==> config.mk <==
export PLATFORM = sky130hd
export DESIGN_NAME = hazard_sequencer
export DESIGN_NICKNAME = d
export VERILOG_FILES = /design/src/rtl/pipe_ctrl_pkg.sv /design/src/rtl/fwd_unit.sv /design/src/rtl/hazard_sequencer.sv
export SDC_FILE = /design/constraint.sdc
export NUM_CORES = 1
export LEC_CHECK = 0
export BUFFER_PORTS_ARGS = -buffer_cell sky130_fd_sc_hd__buf_2
export CAP_MARGIN = 10
export CORE_ASPECT_RATIO = 2
export CORE_MARGIN = 8
export CORE_UTILIZATION = 37
export DETAILED_ROUTE_END_ITERATION = 12
export PLACE_DENSITY = 0.87
export SYNTH_ARGS = -nofsm -noshare
export SYNTH_HDL_FRONTEND = slang
export SYNTH_HIERARCHICAL = 1
export SYNTH_SLANG_ARGS = --single-unit
==> constraint.sdc <==
create_clock -name clk -period 1.9 [get_ports clk]
set_input_delay 0.475 -clock clk [delete_from_list [all_inputs] [get_ports clk]]
set_output_delay 0.475 -clock clk [all_outputs]
set_load 0.01 [all_outputs]
==> src/rtl/pipe_ctrl_pkg.sv <==
// Shared types and constants for the pipeline hazard sequencer and its
// forwarding unit: FSM state encoding, forwarding selects, control-bit indices.
package pipe_ctrl_pkg;

  typedef enum logic [1:0] {
    RUN   = 2'd0,
    MWAIT = 2'd1,
    FLUSH = 2'd2
  } state_e;

  localparam logic [1:0] FWD_REG = 2'b00;
  localparam logic [1:0] FWD_MEM = 2'b01;
  localparam logic [1:0] FWD_EX  = 2'b10;

  localparam int WB_REGWRITE = 1;
  localparam int MEM_BRANCH  = 2;
  localparam int MEM_READ    = 1;
  localparam int MEM_WRITE   = 0;

  // The younger writer (EX/MEM) shadows the older one (MEM/WB); r0 never forwards.
  function automatic logic [1:0] fwd_select(input logic       ex_wr,
                                            input logic [4:0] ex_rd,
                                            input logic       mem_wr,
                                            input logic [4:0] mem_rd,
                                            input logic [4:0] src);
    if (ex_wr && (ex_rd != 5'd0) && (ex_rd == src))
      return FWD_EX;
    else if (mem_wr && (mem_rd != 5'd0) && (mem_rd == src))
      return FWD_MEM;
    else
      return FWD_REG;
  endfunction

endpackage

==> src/rtl/fwd_unit.sv <==
// Combinational ALU operand forwarding selects for the instruction in ID/EX.
module fwd_unit
  import pipe_ctrl_pkg::*;
(
  input  logic       exmem_regwrite,
  input  logic [4:0] exmem_rd,
  input  logic       memwb_regwrite,
  input  logic [4:0] memwb_rd,
  input  logic [4:0] idex_rs,
  input  logic [4:0] idex_rt,
  output logic [1:0] fwd_a,
  output logic [1:0] fwd_b
);

  assign fwd_a = fwd_select(exmem_regwrite, exmem_rd, memwb_regwrite, memwb_rd, idex_rs);
  assign fwd_b = fwd_select(exmem_regwrite, exmem_rd, memwb_regwrite, memwb_rd, idex_rt);

endmodule

==> src/rtl/hazard_sequencer.sv <==
// Pipeline control for the 5-stage core: stage enables, bubbles, forwarding and
// the data-memory handshake. Optional perf counters under HAZARD_PERF_CNT_EN.
module hazard_sequencer
  import pipe_ctrl_pkg::*;
#(
  parameter int MEM_TIMEOUT = 16,
  parameter int CNT_W       = 16
) (
  input  logic             clk,
  input  logic             reset,
  input  logic [4:0]       ifid_rs,
  input  logic [4:0]       ifid_rt,
  input  logic [4:0]       idex_rs,
  input  logic [4:0]       idex_rt,
  input  logic [2:0]       idex_mem,
  input  logic [1:0]       exmem_wb,
  input  logic [2:0]       exmem_mem,
  input  logic [4:0]       exmem_rd,
  input  logic             exmem_zero,
  input  logic [1:0]       memwb_wb,
  input  logic [4:0]       memwb_rd,
  input  logic             dmem_ready,
  output logic             pc_en,
  output logic             ifid_en,
  output logic             idex_en,
  output logic             exmem_en,
  output logic             memwb_en,
  output logic             ifid_flush,
  output logic             idex_flush,
  output logic [1:0]       fwd_a,
  output logic [1:0]       fwd_b,
  output logic             dmem_req,
  output logic             mem_err,
  output logic [CNT_W-1:0] stall_cnt,
  output logic [CNT_W-1:0] flush_cnt
);

  localparam int              TMR_W     = $clog2(MEM_TIMEOUT + 1);
  localparam logic [TMR_W-1:0] TMR_LIMIT = TMR_W'(MEM_TIMEOUT);

  state_e           state_q, state_d;
  logic [TMR_W-1:0] timer_q, timer_d;
  logic             mem_err_q, mem_err_d;
  logic             lu_hold_q, lu_hold_d;

  logic       memop, taken, loaduse;
  logic       en_all, front_stall, ifid_flush_c, idex_flush_c, dmem_req_c;
  logic [1:0] fwd_a_raw, fwd_b_raw;
  logic       unused_wb_bits;

  assign unused_wb_bits = exmem_wb[0] ^ memwb_wb[0];

  fwd_unit u_fwd (
    .exmem_regwrite (exmem_wb[WB_REGWRITE]),
    .exmem_rd       (exmem_rd),
    .memwb_regwrite (memwb_wb[WB_REGWRITE]),
    .memwb_rd       (memwb_rd),
    .idex_rs        (idex_rs),
    .idex_rt        (idex_rt),
    .fwd_a          (fwd_a_raw),
    .fwd_b          (fwd_b_raw)
  );

  assign memop   = exmem_mem[MEM_READ] | exmem_mem[MEM_WRITE];
  assign taken   = exmem_mem[MEM_BRANCH] & exmem_zero;
  assign loaduse = idex_mem[MEM_READ] && (idex_rt != 5'd0) &&
                   ((idex_rt == ifid_rs) || (idex_rt == ifid_rt));

  // lu_hold_q remembers that the previous cycle was a load-use stall, so the
  // same hazard never stalls twice even if ID/EX was not yet refilled.
  always_comb begin
    state_d      = state_q;
    timer_d      = timer_q;
    mem_err_d    = mem_err_q;
    lu_hold_d    = 1'b0;
    en_all       = 1'b1;
    front_stall  = 1'b0;
    ifid_flush_c = 1'b0;
    idex_flush_c = 1'b0;
    dmem_req_c   = 1'b0;
    case (state_q)
      RUN: begin
        if (memop) begin
          dmem_req_c = 1'b1;
          if (!dmem_ready) begin
            en_all  = 1'b0;
            state_d = MWAIT;
            timer_d = TMR_W'(1);
          end
        end else if (taken) begin
          ifid_flush_c = 1'b1;
          idex_flush_c = 1'b1;
          state_d      = FLUSH;
        end else if (loaduse && !lu_hold_q) begin
          front_stall  = 1'b1;
          idex_flush_c = 1'b1;
          lu_hold_d    = 1'b1;
        end
      end
      MWAIT: begin
        if (timer_q >= TMR_LIMIT) begin
          mem_err_d = 1'b1;
          state_d   = RUN;
        end else begin
          dmem_req_c = 1'b1;
          if (dmem_ready) begin
            if (taken) begin
              ifid_flush_c = 1'b1;
              idex_flush_c = 1'b1;
              state_d      = FLUSH;
            end else begin
              state_d = RUN;
            end
          end else begin
            en_all  = 1'b0;
            timer_d = timer_q + TMR_W'(1);
          end
        end
      end
      FLUSH: begin
        ifid_flush_c = 1'b1;
        idex_flush_c = 1'b1;
        state_d      = RUN;
      end
      default: state_d = RUN;
    endcase
  end

  // Reset forces every control output quiet without waiting for a clock edge.
  always_comb begin
    pc_en      = ~reset & en_all & ~front_stall;
    ifid_en    = ~reset & en_all & ~front_stall;
    idex_en    = ~reset & en_all;
    exmem_en   = ~reset & en_all;
    memwb_en   = ~reset & en_all;
    ifid_flush = ~reset & ifid_flush_c;
    idex_flush = ~reset & idex_flush_c;
    dmem_req   = ~reset & dmem_req_c;
    fwd_a      = reset ? FWD_REG : fwd_a_raw;
    fwd_b      = reset ? FWD_REG : fwd_b_raw;
  end

  assign mem_err = mem_err_q;

  always_ff @(posedge clk or posedge reset) begin
    if (reset) begin
      state_q   <= RUN;
      timer_q   <= '0;
      mem_err_q <= 1'b0;
      lu_hold_q <= 1'b0;
    end else begin
      state_q   <= state_d;
      timer_q   <= timer_d;
      mem_err_q <= mem_err_d;
      lu_hold_q <= lu_hold_d;
    end
  end

`ifdef HAZARD_PERF_CNT_EN
  logic [CNT_W-1:0] stall_cnt_q, stall_cnt_d;
  logic [CNT_W-1:0] flush_cnt_q, flush_cnt_d;

  always_comb begin
    stall_cnt_d = stall_cnt_q;
    flush_cnt_d = flush_cnt_q;
    if (!pc_en && !reset && (stall_cnt_q != '1))
      stall_cnt_d = stall_cnt_q + CNT_W'(1);
    if (ifid_flush && (flush_cnt_q != '1))
      flush_cnt_d = flush_cnt_q + CNT_W'(1);
  end

  always_ff @(posedge clk or posedge reset) begin
    if (reset) begin
      stall_cnt_q <= '0;
      flush_cnt_q <= '0;
    end else begin
      stall_cnt_q <= stall_cnt_d;
      flush_cnt_q <= flush_cnt_d;
    end
  end

  assign stall_cnt = stall_cnt_q;
  assign flush_cnt = flush_cnt_q;
`else
  assign stall_cnt = '0;
  assign flush_cnt = '0;
`endif

endmodule
==> run metrics, run 1 <==
Post-DP Area=0.00151 sq mm; register bit count reported by yosys=9; status=finished, violations left; crit start category=input port; pwr/cell area=489 mW/mm^2; Yosys Warn Count=6; Top-Level Pins=89; vias in the first global route=1385; port buffer count=52; dpl hpwl=3.15 mm; Critical Path, Cell by Cell=buf_6 -> or4_4 -> o21ai_4 -> nor4_2 -> nor4_1 -> nor2b_2 -> buf_2; Clock Skew=0.00252 ns; Hold WS=0.312 ns; first-pass GRT wire length=6.00 mm; FP Rows=29; Yosys cell types=39; largest net degree at the start of global routing=10; Avg Synthesized Cell Area=8.43 sq um; fmax=429 MHz; fin area=0.00172 sq mm; Leakage Power=0.854 nW; total CTS buffers=3; commonest non-fill, non-tap cell in the layout=buf_2; reg-to-reg startpoint=state_q[0]; max incr delay on CP=0.53 ns; clk buf depth=2; Die Y-Extent=96.7 um; cts-stage hold buffer count=0; max-slew violations=0; fin crit share=1.23; FFs w/ async S/R, synth=1.00; vias=1192; minimum clock period=2.33 ns; Pre-antenna DRT Iters=4; RSZ-0062 raised after global routing=true; gp weighted congestion=0.793; CTS tree=built; DRT iter0 DRCs=28; routed vias/inst=4.77; drt total wl=3.86 mm; reg-to-reg slack, setup=0.26 ns; MaxCap Viol Count=0; setup violators final=12; Worst R2R End=timer_q[2]; CP max stage cell=or4_4; diode count=0; worst reg2reg path depth=6; GRT Residual Overflow=0; Synth Instances=143; final setup TNS=-2.90 ns; Synth Flop Type=dfrtp_1; initial core utilization=0.382; Critical path buffers and inverters=2; fill count=282; # DRC=0; worst-path fanout max=2; initial antenna violation count=0; CTS HTree Levels=1; area leader, netlist=buf_4; worst hold path class=in -> async; kind of critical path=in -> out; share of the synthesized area in the top cell type=0.218; most frequent cells in the layout=buf_2 (47), conb_1 (32), buf_4 (23), xnor2_1 (16), xor2_1 (14); DRT antenna net count=0; CP endpoint kind=output pin; CTS root buf=clkbuf_8; worst endpoint required time=1.42 ns; Die X=56.4 um; pre-CTS WS=-0.467 ns; register area share after synthesis=0.187; Design Power=0.842 mW; Peak VDD IR=275 uV; Total GRT Usage=0.130; CP top delay family=simple AND/OR/NAND/NOR gates; Die ar.=0.00545 sq mm; nets=266; Skew-Pair Late Insertion Delay=0.23 ns; Post-synth EDFFs=0; area grow syn2layout=42.8%; routed length per instance=15.4 um; WP data arrival=1.86 ns; mapped cell area=0.00121 sq mm; failing checks=negative setup slack; top cells by area, synth=buf_4 (22%), dfrtp_1 (19%), xnor2_1 (12%); PnR worst setup slack=-0.430 ns; final hold viol count=0; area of the core=0.00316 sq mm; Reg clk slew, reported paths=0.04 ns; dpl cells=240; share of cells above drive strength 1=0.443; CTS sink count=9; Finished Layout Cells=250; Core Util, Final=0.546
## flip-flops by register name (all words and copies together), names as in the netlist
| register | flops |
|---|---|
| state_q | 2 |
| lu_hold_q | 1 |
| mem_err | 1 |
| timer_q | 5 |
## what timing repair did
item / 4_1_cts / 5_1_grt
pin swaps: 2 / 5
resized for setup: 11 / 11
endpoints found under the setup margin: 12 / 12
buffers inserted: 0 / 7
## layout make-up
class / count / area (sq um) / share of cell area
Multi-Input combinational cell: 123 / 880 / 0.511
Clock buffer: 4 / 45.0 / 0.0261
Sequential cell: 9 / 226 / 0.131
Timing Repair Buffer: 79 / 518 / 0.301
Tap cell: 31 / 38.8 / 0.0225
Inverter: 4 / 15.0 / 0.00871
## worst register-to-register path: cells and delay by family (launching register included)
family                 cells  cell delay, ns
DFF                        1            0.41
buffers and inverters      3            0.49
AOI/OAI and AO/OA          3            0.63
## cells in the mapped netlist (all sizes together) (3+ instances only)
master and number:
nor2b 5, o21ai 4, nor4 4, nand2 4, xor2 14, nor2 6, nand3 4, or4 3
dfrtp 9, buf 36, inv 4, xnor2 16, a21oi 3, nor3 6
## cell families (layout without fill, tap and decap cells)
family,after synthesis,count (layout),share of synthesized area
other,1,32,0.00311
adders and majority gates,2,2,0.0207
AOI/OAI and AO/OA,18,18,0.122
DFF,9,9,0.187
muxes,1,1,0.00830
and+or+nand+nor,40,40,0.195
xor gates and xnor gates,30,30,0.218
buffers and inverters,42,87,0.246
## worst max-delay path by stage
stage               end  cells past startpoint  slack [ns]         from
2_1_floorplan  fwd_a[0]                      5       -0.18  exmem_rd[0]
3_3_place_gp   fwd_a[0]                      7       -0.46  exmem_rd[0]
3_5_place_dp   fwd_b[0]                      7       -0.47  exmem_rd[0]
4_1_cts        fwd_b[0]                      7       -0.43  exmem_rd[0]
5_1_grt        fwd_a[0]                      7       -0.58  exmem_rd[0]
6_report       fwd_a[0]                      7       -0.43  exmem_rd[0]
## per-layer routing
layer / wire (um) / GRT usage
met4: 76 / 0.0615
met5: 0 / 0
met1: 1390 / 0.115
met3: 291 / 0.0537
met2: 2100 / 0.240
## where the power goes
| group | internal [mW] | switching (mW) | total (mW) |
|---|---|---|---|
| Clock | 0.146 | 0.0732 | 0.219 |
| Sequential | 0.221 | 0.0288 | 0.250 |
| Combinational | 0.180 | 0.194 | 0.374 |
Power figures use the tool's default switching activity.
==> inputs of run 2 (changes only) <==
ABC_AREA = 1   (was not set)
CORE_UTILIZATION = 40   (was 37)
GPL_ROUTABILITY_DRIVEN = 0   (was not set)
PLACE_DENSITY = 0.88   (was 0.87)
==> run metrics, run 2 <==
top cells by area, synth=nand2_1 (19%), buf_4 (18%), dfrtp_1 (15%); WP data arrival=1.52 ns (-0.34 ns); adder-cell share of the synthesized area=0.0172 (-0.00359); routed length per instance=12.9 um (-16%); xor/xnor cell area share of the yosys netlist=0.0600 (-0.158); Top cell by count, worst path=inv_2; clk buf depth=2 (unchanged); Pre-antenna DRT Iters=4 (unchanged); fill count=339 (+20%); Gate power share=0.499 (+0.056); sw frac=0.412 (+0.0612); Leakage Power=1.19 nW (+39%); Avg Synthesized Cell Area=5.91 sq um (-30%); drt total wl=4.64 mm (+20%); FFs w/ async S/R, synth=1.00 (unchanged); MaxCap Viol Count=0 (unchanged); Die Y-Extent=101 um (+4.8%); max-slew violations=0 (unchanged); first-pass GRT wire length=6.35 mm (+5.9%); pwr/cell area=517 mW/mm^2 (+5.8%); RSZ-0062 raised after global routing=true; nets=358 (+35%); fin crit share=1.05 (-0.177); total CTS buffers=3 (unchanged); DRT antenna net count=0 (unchanged); dpl hpwl=3.46 mm (+9.9%); cts-stage hold buffer count=0 (unchanged); port buffer count=52 (unchanged); register bit count reported by yosys=9 (unchanged); max reg flops=5 (unchanged); vias in the first global route=1597 (+15%); Biggest register=timer_q; area grow syn2layout=37.0%; Power Internal=0.608 mW (+11%); PnR worst setup slack=-0.0942 ns (+0.336 ns); Reg power frac=0.275 (-0.021); Multi-input gate area=0.00101 sq mm (+15%); main combinational cell family by area after synthesis=simple AND/OR/NAND/NOR gates; register area share after synthesis=0.154 (-0.0323); Critical path buffers and inverters=3 (+1); CP endpoint kind=output pin; Yosys Warn Count=6 (unchanged); routed vias/inst=4.50 (-5.6%); CP top delay family=simple AND/OR/NAND/NOR gates; most common cell in the synthesized netlist=nand2_1; initial core utilization=0.409 (+0.0268); initial antenna violation count=0 (unchanged); Die X=58.7 um (+4.1%); area of the core=0.00357 sq mm (+13%); Synth Area in Compound Gates=0.0583 (-0.0641); # DRC=0 (unchanged); fmax=501 MHz (+17%); Top-Level Pins=89 (unchanged); FP Rows=31 (+6.9%); area leader, netlist=nand2_1; status=finished, violations left; mapped cell area=0.00146 sq mm (+21%); Post-synth EDFFs=0 (unchanged); Hold WS=0.317 ns (+0.00491 ns); CP max stage cell=dfrtp_1; Synth Instances=247 (+73%); worst endpoint required time=1.42 ns (about the same); Peak VDD IR=381 uV (+39%); worst hold path class=in -> async; multiplexer share of the synthesized area=0 (-0.00830); most frequent cells in the layout=nand2_1 (64), buf_2 (35), inv_1 (32), conb_1 (32), nor2_1 (22); max incr delay on CP=0.38 ns (-0.15 ns); crit start category=flop; Skew-Pair Late Insertion Delay=0.24 ns (about the same); Critical Path, Cell by Cell=inv_2 -> nand2_4 -> nor2_8 -> nand3b_4 -> nor2_4 -> nand3_2 -> nand2_2 -> inv_2 -> buf_6; Reg clk slew, reported paths=0.05 ns (about the same); largest net degree at the start of global routing=10 (unchanged); Reg area=225 sq um (-0.55%); Synth Flop Type=dfrtp_1; Die ar.=0.00595 sq mm (+9.2%); share of the synthesized area in the top cell type=0.188 (-0.0300); vias=1620 (+36%); failing checks=negative setup slack; CTS sink count=9 (unchanged); Yosys cell types=29 (-26%); largest registers=timer_q: 5 flops, state_q: 2 flops; share of cells above drive strength 1=0.373 (-0.0699); worst-path fanout max=3 (+1); diode count=0 (unchanged); Sw Pwr=0.426 mW (+44%); kind of critical path=reg -> out; commonest non-fill, non-tap cell in the layout=nand2_1; Simple-Gate Fraction of Synth Area=0.407 (+0.211); final hold viol count=0 (unchanged); pre-CTS WS=-0.0454 ns (+0.422 ns); CTS tree=built; CTS HTree Levels=1 (unchanged); Total GRT Usage=0.133 (+0.00244); setup violators final=6 (-6); clock network fraction of design power=0.226 (-0.034); GRT Residual Overflow=0 (unchanged); CTS root buf=clkbuf_8; Synth top cells by count=nand2_1 (73), inv_1 (40), buf_4 (35), nor2_1 (26), nand3_1 (11); minimum clock period=1.99 ns (-0.336 ns); Clock Skew=0.00127 ns (-0.00125 ns); DRT iter0 DRCs=58 (+110%)
## run 2: changes by cell type in the layout (fill, tap and decap cells not counted), moves of 4 or more
cell / change
nor3_1: -4
nand2_1: +60
nand4_1: +4
nand2_2: +8
nor2_4: +6
inv_2: +11
inv_1: +28
nor2_1: +17
nor2_2: +4
buf_4: -9
nand3_1: +5
buf_2: -12
xor2_1: -12
xnor2_1: -9
## run 2: final timing paths
path	startpoint	endpoint	slack, ns	depth (start not counted)
max	state_q[0]	ifid_en	-0.09	9
max in group asynchronous	reset	timer_q[0]	1.31	2
min	reset	timer_q[4]	0.32	2
min in group clk	mem_err	mem_err	0.45	1
max reg2reg	state_q[1]	timer_q[2]	0.48	9
min reg2reg	mem_err	mem_err	0.45	1
## run 2: cells by family after synthesis
family,Yosys count
buffers and inverters,82
xor gates and xnor gates,10
adders and majority gates,2
other,1
and+or+nand+nor,130
AOI/OAI and AO/OA,13
DFF,9
## run 2: layer usage
metal | GRT usage | vias up | routed length, um
met2 | 0.278 | 75 | 2700
met1 | 0.119 | 735 | 1600
met3 | 0.0165 | 11 | 247
met5 | 0 | - | 0
met4 | 0.0482 | 0 | 91
li1 | - | 799 | -
## run 2: area by class of cell
| type | count | area share |
|---|---|---|
| multi-input cells | 187 | 0.505 |
| repair buffers | 65 | 0.239 |
| well taps | 49 | 0.0307 |
| clock buffers | 4 | 0.0225 |
| flip-flops and latches | 9 | 0.113 |
| inverters | 46 | 0.0902 |
## run 2: worst register-to-register path, cell delays in order, from the launching register on
cell and delay (ns):
dfrtp_1 0.40, inv_2 0.09, buf_4 0.11, buf_4 0.12, o211ai_2 0.13, nor2_4 0.14
buf_4 0.17, inv_2 0.05, nand2_1 0.05, o21ai_1 0.06
## run 2: metrics by stage
stage / instances / area (sq um) / util / power (mW) / setup TNS, ns
4_1_cts: 351 / 1720 / 0.482 / 0.926 / -0.153
5_1_grt: 360 / 2000 / 0.560 / 1.10 / -0.739
6_report: 360 / 2000 / 0.560 / 1.03 / -0.291
3_3_place_gp: 345 / 1650 / 0.461 / 0.668 / -0.0427
3_5_place_dp: 345 / 1650 / 0.461 / 0.683 / -0.0902
2_1_floorplan: 278 / 1580 / - / 0.593 / 0
## run 2: power by group through the flow
stage          sequential, mW  clock, mW  combinational, mW
6_report                0.284      0.234              0.516
5_1_grt                 0.290      0.241              0.568
4_1_cts                 0.282      0.234              0.410
3_5_place_dp            0.284          0              0.399
3_3_place_gp            0.282          0              0.386
2_1_floorplan           0.276          0              0.316
## run 2: what timing repair did
action                     4_1_cts  5_1_grt
gates resized for setup          3       70
setup buffers                    2        9
hold endpoints to repair         0        0
setup endpoints to repair        3       11
pin swaps                        3       27
